File: src/rtl/sw_key_input_pio.sv
// Switch/key input PIO: per-bit 2-flop sync, debounce, rising-edge capture,
// and an Avalon-MM slave exposing DATA / EDGE (W1C) / MASK / RAW with a level irq.
module sw_key_input_pio #(
    parameter int              N_IN            = 14,
    parameter int              DEBOUNCE_CYCLES = 250000,
    parameter logic [N_IN-1:0] INVERT_MASK     = 14'h3C00
) (
    input  logic            CLOCK_50,
    input  logic            reset_n,
    input  logic [N_IN-1:0] pins_in,
    input  logic [1:0]      address,
    input  logic            read,
    input  logic            write,
    input  logic [31:0]     writedata,
    output logic [31:0]     readdata,
    output logic            irq
);
    localparam int CW = $clog2(DEBOUNCE_CYCLES + 1);
    localparam logic [CW-1:0] CNT_MAX = CW'(DEBOUNCE_CYCLES - 1);

    localparam logic [1:0] A_DATA = 2'd0;
    localparam logic [1:0] A_EDGE = 2'd1;
    localparam logic [1:0] A_MASK = 2'd2;
    localparam logic [1:0] A_RAW  = 2'd3;

    logic [N_IN-1:0] raw, deb, rise;

    for (genvar i = 0; i < N_IN; i++) begin : g_bit
        logic          sync1_q, sync2_q;
        logic          deb_q, deb_d;
        logic [CW-1:0] cnt_q, cnt_d;

        // Any disagreement shorter than DEBOUNCE_CYCLES clears the count, so it never wraps.
        always_comb begin
            deb_d = deb_q;
            cnt_d = '0;
            if (sync2_q != deb_q) begin
                if (cnt_q == CNT_MAX) begin
                    deb_d = sync2_q;
                end else begin
                    cnt_d = cnt_q + CW'(1);
                end
            end
        end

        always_ff @(posedge CLOCK_50) begin
            if (!reset_n) begin
                sync1_q <= 1'b0;
                sync2_q <= 1'b0;
                deb_q   <= 1'b0;
                cnt_q   <= '0;
            end else begin
                sync1_q <= pins_in[i] ^ INVERT_MASK[i];
                sync2_q <= sync1_q;
                deb_q   <= deb_d;
                cnt_q   <= cnt_d;
            end
        end

        assign raw[i]  = sync2_q;
        assign deb[i]  = deb_q;
        assign rise[i] = deb_d & ~deb_q;
    end

    logic [N_IN-1:0] edge_q, edge_d;
    logic [N_IN-1:0] mask_q, mask_d;
    logic [31:0]     readdata_q, readdata_d;

    // A new edge overrides a same-cycle W1C; reads see the pre-update registers.
    always_comb begin
        edge_d     = edge_q;
        mask_d     = mask_q;
        readdata_d = readdata_q;
        if (write && address == A_EDGE) edge_d = edge_q & ~writedata[N_IN-1:0];
        edge_d = edge_d | rise;
        if (write && address == A_MASK) mask_d = writedata[N_IN-1:0];
        if (read) begin
            readdata_d = '0;
            case (address)
                A_DATA:  readdata_d[N_IN-1:0] = deb;
                A_EDGE:  readdata_d[N_IN-1:0] = edge_q;
                A_MASK:  readdata_d[N_IN-1:0] = mask_q;
                A_RAW:   readdata_d[N_IN-1:0] = raw;
                default: readdata_d = '0;
            endcase
        end
    end

    always_ff @(posedge CLOCK_50) begin
        if (!reset_n) begin
            edge_q     <= '0;
            mask_q     <= '0;
            readdata_q <= '0;
        end else begin
            edge_q     <= edge_d;
            mask_q     <= mask_d;
            readdata_q <= readdata_d;
        end
    end

    assign readdata = readdata_q;
    assign irq      = |(edge_q & mask_q);

    if (N_IN < 32) begin : g_unused
        logic unused_wd;
        assign unused_wd = ^writedata[31:N_IN];
    end
endmodule

File: config.mk
export PLATFORM = sky130hd
export DESIGN_NAME = sw_key_input_pio
export DESIGN_NICKNAME = d
export VERILOG_FILES = /design/src/rtl/sw_key_input_pio.sv
export SDC_FILE = /design/constraint.sdc
export NUM_CORES = 1
export LEC_CHECK = 0
export BUFFER_PORTS_ARGS = -buffer_cell sky130_fd_sc_hd__buf_2
export CORE_MARGIN = 3
export CORE_UTILIZATION = 57
export CTS_CLUSTER_DIAMETER = 100
export CTS_CLUSTER_SIZE = 14
export DETAILED_ROUTE_END_ITERATION = 6
export HOLD_SLACK_MARGIN = 0.08
export PLACE_DENSITY = 0.86
export SYNTH_ARGS = -nofsm -noshare
export SYNTH_HDL_FRONTEND = slang
export SYNTH_SLANG_ARGS = --single-unit
File: constraint.sdc
create_clock -name CLOCK_50 -period 2.8 [get_ports CLOCK_50]
set_input_delay 0.42 -clock CLOCK_50 [delete_from_list [all_inputs] [get_ports CLOCK_50]]
set_output_delay 0.42 -clock CLOCK_50 [all_outputs]
set_load 0.01 [all_outputs]
After elaboration in Yosys (flattened, before gate mapping)
Index checks and enable logic that the tools add are counted.
{ "classes": {"bitwise_logic": 51, "eq_ne": 31, "n_reduce_logical": 18, "add_sub_neg": 14, "mux": 30} }
{ "op_table": {"columns": ["operator", "n"], "rows": [
  ["$add 18x1->18 const B", 14],
  ["$eq 18x18->1 const B", 14],
  ["$pmux 14 s4", 1],
  ["$reduce_or 3->1", 14],
  ["$not 1->1", 33],
  ["$and 14x14->14", 2],
  ["$mux 1", 28],
  ["$and 1x1->1", 14],
  ["$mux 14", 1],
  ["$ne 1x1->1", 14],
  ["$not 14->14", 1],
  ["$or 14x14->14", 1],
  ["$reduce_or 14->1", 1],
  ["$eq 2x2->1 const B", 2],
  ["$eq 2x1->1 const B", 1],
  ["$logic_and 1x1->1", 2],
  ["$logic_not 2->1", 1]
]} }
{ "totals": {"regBits": 336, "wordCells": 203, "output_inout_bits": 33, "in_bits": 52} }

Longest topological paths before layout
{ "depth": {"depth_word": 5, "mapped_depth": 7, "depth_no_buf": 5} }

Least setup slack after synthesis
No wires, ideal clock.
{ "synth_timing": {"path_type": "flip-flop to flip-flop", "startpoint": "register g_bit[8].cnt_q[0]", "endpoint": "register g_bit[8].cnt_q[10]", "path_stages_with_launch": 7, "setup_slack_ns": 0.791, "t_required_ns": 2.683, "arrival_time_ns": 1.892, "path_buffers": 1, "setup_ns": 0.117, "cell_sequence": "dfxtp_1 -> ha_1 -> nand3_1 -> or4_1 -> o211ai_2 -> buf_2 -> nor2_1"} }
{ "synth_between": {"elab_chain_len": 2, "elab_cells_between_ends": 3, "cone_classes": "add/sub: 1; eq/ne: 1; reduce/logical: 1"} }
{ "synth_rtl": {"columns": ["item", "line", "text"], "rows": [
  ["from (decl)", "31", "logic [CW-1:0] cnt_q, cnt_d;"],
  ["from (signal assigned)", "56", "cnt_q <= cnt_d;"],
  ["parallel branches: the longest is 2 deep, another holds $add 18x1->18", null, null]
]} }
Parallel ways; which one is timed is not known.
A chain may end at the register's enable or synchronous reset.

Worst setup path in the final report
{ "layout_timing": {"startpoint": "register edge_q[4]", "endpoint": "output irq"} }
{ "layout_between": {"elab_chain_len": 2} }
{ "layout_rtl": {"columns": ["item", "line", "text"], "rows": [
  ["from (decl)", "65", "logic [N_IN-1:0] edge_q, edge_d;"],
  ["from (signal assigned)", "95", "edge_q <= edge_d;"],
  ["$and 14x14->14", "102", "assign irq = |(edge_q & mask_q);"],
  ["$reduce_or 14->1", "102", null],
  ["to (decl)", "16", "output logic irq"]
]} }
No other way between the ends.

==> results.md <==
Timing:
- The final number of setup-violating endpoints is 0.
- Setup repair after global routing left no endpoint under its margin.
- Timing would allow up to 0.4129 GHz.
- The clock skew after layout is 0.01724 ns.
- The count of final hold-check violations is 0.
- The clock period could shrink to 2.422 ns.
- In this run the tightest slew margin relative to its limit is 0.2730.
- The fraction of the cycle the final worst path needs is 0.8651.
- The final-report max-slew violation count was 0.
- The final total negative setup slack is 0 ns.
- At the pin with the least slew margin, the transition time is 1.083 ns.

Final layout:
- The post-route non-filler standard cell count is 2052.
- The top cell types in the final layout, fill and taps aside, are sky130_fd_sc_hd__dfxtp_1, sky130_fd_sc_hd__nor2_1, sky130_fd_sc_hd__xnor2_1, sky130_fd_sc_hd__nand2_1, sky130_fd_sc_hd__nand3_1.
- The number of fill cells is 2039.
- The final net count is 1788.
- Leaving out fill and tap cells, the most frequent cell in the layout is sky130_fd_sc_hd__dfxtp_1.
- The design area is 16130 um2.
- The fraction of layout cells with a size suffix above 1 is 0.07728.
- The post-synthesis to final-layout area growth is 8.595%.

Detailed routing:
- Dividing the detail-routed wire length by the instance count gives 15.25 um.
- The DRC violation count after routing is 0.
- In this run the remaining antenna-violating nets after routing total 0.
- The routed layout has 11925 vias.
- The iteration count of the initial detailed-routing pass is 5.
- Using the TritonRoute via totals, the vias-per-cell ratio works out to 5.811.
- After the first detailed-routing iteration, the DRC count stood at 756.
- The overall routed net length is 31300 um.

Synthesis:
- The commonest register cell after synthesis is sky130_fd_sc_hd__dfxtp_1.
- After synthesis, the share of flip-flops with an asynchronous set or reset is 0.
- The Yosys step of the flow raised 0 warnings.
- The post-synthesis area per instance is 8.886 um2.
- The synthesized netlist contains 57 unique library cells.
- Yosys attributes the largest share of cell area to sky130_fd_sc_hd__dfxtp_1, sky130_fd_sc_hd__xnor2_1, sky130_fd_sc_hd__nor2_1.
- The synthesized design contains 0 enable-type register cells.
- In the synthesized netlist, the number of instances is 1671.
- The cell type with the highest aggregate area in the netlist is sky130_fd_sc_hd__dfxtp_1.
- The share of synthesized area in the top cell type comes to 0.4530.
- The number of register bits inferred by synthesis is 336.
- The post-synthesis sequential area ratio is 0.4530.
- The mapped cell area is 14850 um2.

Placement:
- The number of input and output port buffers inserted is 48.
- The placed instance count is 2017.
- Summed over all nets, the half-perimeter wirelength after detailed placement is 21360 um.
- Routability-driven placement finished with a final weighted congestion of 0.8901.
- The instance area after placement is 15380 um2.

Global routing:
- The initial antenna violation count is 5.
- The first global-routing pass estimated 52850 um of wire.
- The number of global-route vias before repair is 11285.
- The global-route total usage across every layer is 0.2171.
- The met1 usage is 0.2836.
- Entering global routing, the biggest net connects 79 pins.
- The fraction of met2 tracks used by global routing is 0.3693.
- For met3 alone, demand over resource in global routing was 0.03706.
- In this run the most used layer during global routing was met2.
- For this run the aggregate overflow at the end of global routing stands at 0.

Critical path:
- The setup path with the least slack is of type flop to output pin.
- STA classifies the critical path startpoint as a flop.
- The nature of the critical path endpoint is an output pin.
- The required time of the critical path is 2.38 ns.
- Data on the critical path arrives at its endpoint at 2.00 ns.
- The maximum fanout encountered on the critical timing path is 3.

Clock tree:
- Clock latency on the worst-skew pair, taken at its later pin, is 0.55 ns.
- The post-CTS repair timing setup buffer count is 0.
- The clock net sink count is 336.
- Counting along the longest clock path gives a buffer depth of 3.
- Counting the buffers created by CTS gives 27.
- The number of gates resized after cts is 0.
- The TritonCTS clock tree is yes.
- In this run the number of H-tree levels came out at 1.
- CTS placed an instance of sky130_fd_sc_hd__clkbuf_16 at the clock tree root.
- After clock tree synthesis, the clock-pin slew on the worst setup and hold paths is 0.06 ns.

Job:
- The tool flagged a number of max-cap violations equal to 0.

Pwr:
- The total design power is 0.008363 W.
- Power spread over the standard cell area amounts to 518.6 nW/um2.
- The peak ir drop on the vdd network is 500.5 uV.
- The leakage power is 4.993 nW.

Floorplan:
- The floorplan die width is 167.4 um.
- The initial standard-cell utilization of the core is 0.5846.
- For this design the top-level I/O count stands at 85.
- The cell row count is 58.
- The floorplan step defined a die boundary enclosing 28020 um2.
- In this run the standard cell core region covers 25400 um2.
- The height of the die is 167.4 um.

Run status:
- The run finished with clean final reports.

Worst hold path:
- The type of the worst min-delay path is input pin to flop.
-- power by group --
| part | switching (W) | leakage, nW | total [W] | internal (W) |
|---|---|---|---|---|
| combinational | 0.000140 | 1.94 | 0.000226 | 0.0000853 |
| clock | 0.00160 | 0.337 | 0.00330 | 0.00170 |
| sequential | 0.0000266 | 2.71 | 0.00484 | 0.00481 |
-- critical path, cell delays in order, from the launching register on --
cell                       delay, ns
sky130_fd_sc_hd__dfxtp_1        0.34
sky130_fd_sc_hd__a22oi_1        0.28
sky130_fd_sc_hd__nand2_1        0.08
sky130_fd_sc_hd__a221oi_1       0.30
sky130_fd_sc_hd__nand4_1        0.26
sky130_fd_sc_hd__buf_2          0.21
-- what timing repair did --
item / 4_1_cts / 5_1_grt
endpoints found under the hold margin: 6 / 0
hold buffers: 6 / 0
endpoints found under the setup margin: 0 / 0
-- sequential cells by signal, summed over array words and instances, names as in the netlist --
register       count
readdata          14
edge_q            14
g_bit.sync2_q     14
g_bit.cnt_q      252
mask_q            14
g_bit.sync1_q     14
g_bit.deb_q       14
-- kinds of logic (layout without fill, tap and decap cells) --
logic type | after synthesis | in the layout | share of synthesized area
muxes | 41 | 41 | 0.03943
AOI/OAI and AO/OA | 108 | 108 | 0.05081
other | 1 | 19 | 0.0002525
DFF | 336 | 336 | 0.4530
and+or+nand+nor | 846 | 846 | 0.2865
xor gates and xnor gates | 210 | 210 | 0.1239
adders and majority gates | 14 | 14 | 0.01180
buffers and inverters | 115 | 148 | 0.03438
-- path summary, 6_finish.rpt --
| kind | start | to | slack (ns) | depth (start not counted) |
|---|---|---|---|---|
| worst max-delay path | edge_q[4] | irq | 0.38 | 5 |
| worst min-delay path | pins_in[8] | g_bit[8].sync1_q | 0.09 | 2 |
| worst max register to register | g_bit[2].cnt_q[0] | g_bit[2].cnt_q[12] | 0.66 | 5 |
| worst min register to register | g_bit[12].sync1_q | g_bit[12].sync2_q | 0.42 | 1 |
-- metal layers --
metal	up-vias	share of wire
met5	-	0.0019
met4	8	0.028
met2	326	0.48
met3	74	0.054
li1	5886	-
met1	5631	0.44
-- through the flow --
stage,hold slack [ns],util,worst slack [ns]
detailed placement,0.4184,0.6055,0.6666
global placement,0.4151,0.6055,0.7349
global route,0.08455,0.6349,0.2831
CTS,0.08041,0.6348,0.3666
finish,0.09443,0.6349,0.3779
floorplan,0.4119,-,0.7907
-- layout make-up --
| cell class | instances | area, um2 | area share |
|---|---|---|---|
| clock inverters | 1 | 8.758 | 0.0005431 |
| repair buffers | 74 | 450.4 | 0.02793 |
| flip-flops and latches | 336 | 6726 | 0.4171 |
| well taps | 330 | 412.9 | 0.02561 |
| diodes | 1 | 2.502 | 0.0001552 |
| clock buffers | 27 | 675.6 | 0.04190 |
| multi-input cells | 1237 | 7676 | 0.4760 |
| inverters | 46 | 172.7 | 0.01071 |
-- Yosys cell counts (all sizes together) (6+ instances only) --
cell and n:
or3 12, buf 27, nand3b 6, ha 14
and2 27, nand3 101, nand4 73, clkbuf 42
mux4 14, nor3b 8, xor2 54, xnor2 156
or4 23, o21a 8, dfxtp 336, inv 45
nor3 47, nand2 126, o41ai 7, a21oi 41
and3 23, o31ai 10, nor2 285, nor4b 18
a32o 6, o211ai 6, and4 13, nor4 65
mux2i 27, o21ai 17
Power figures use the tool's default switching activity.
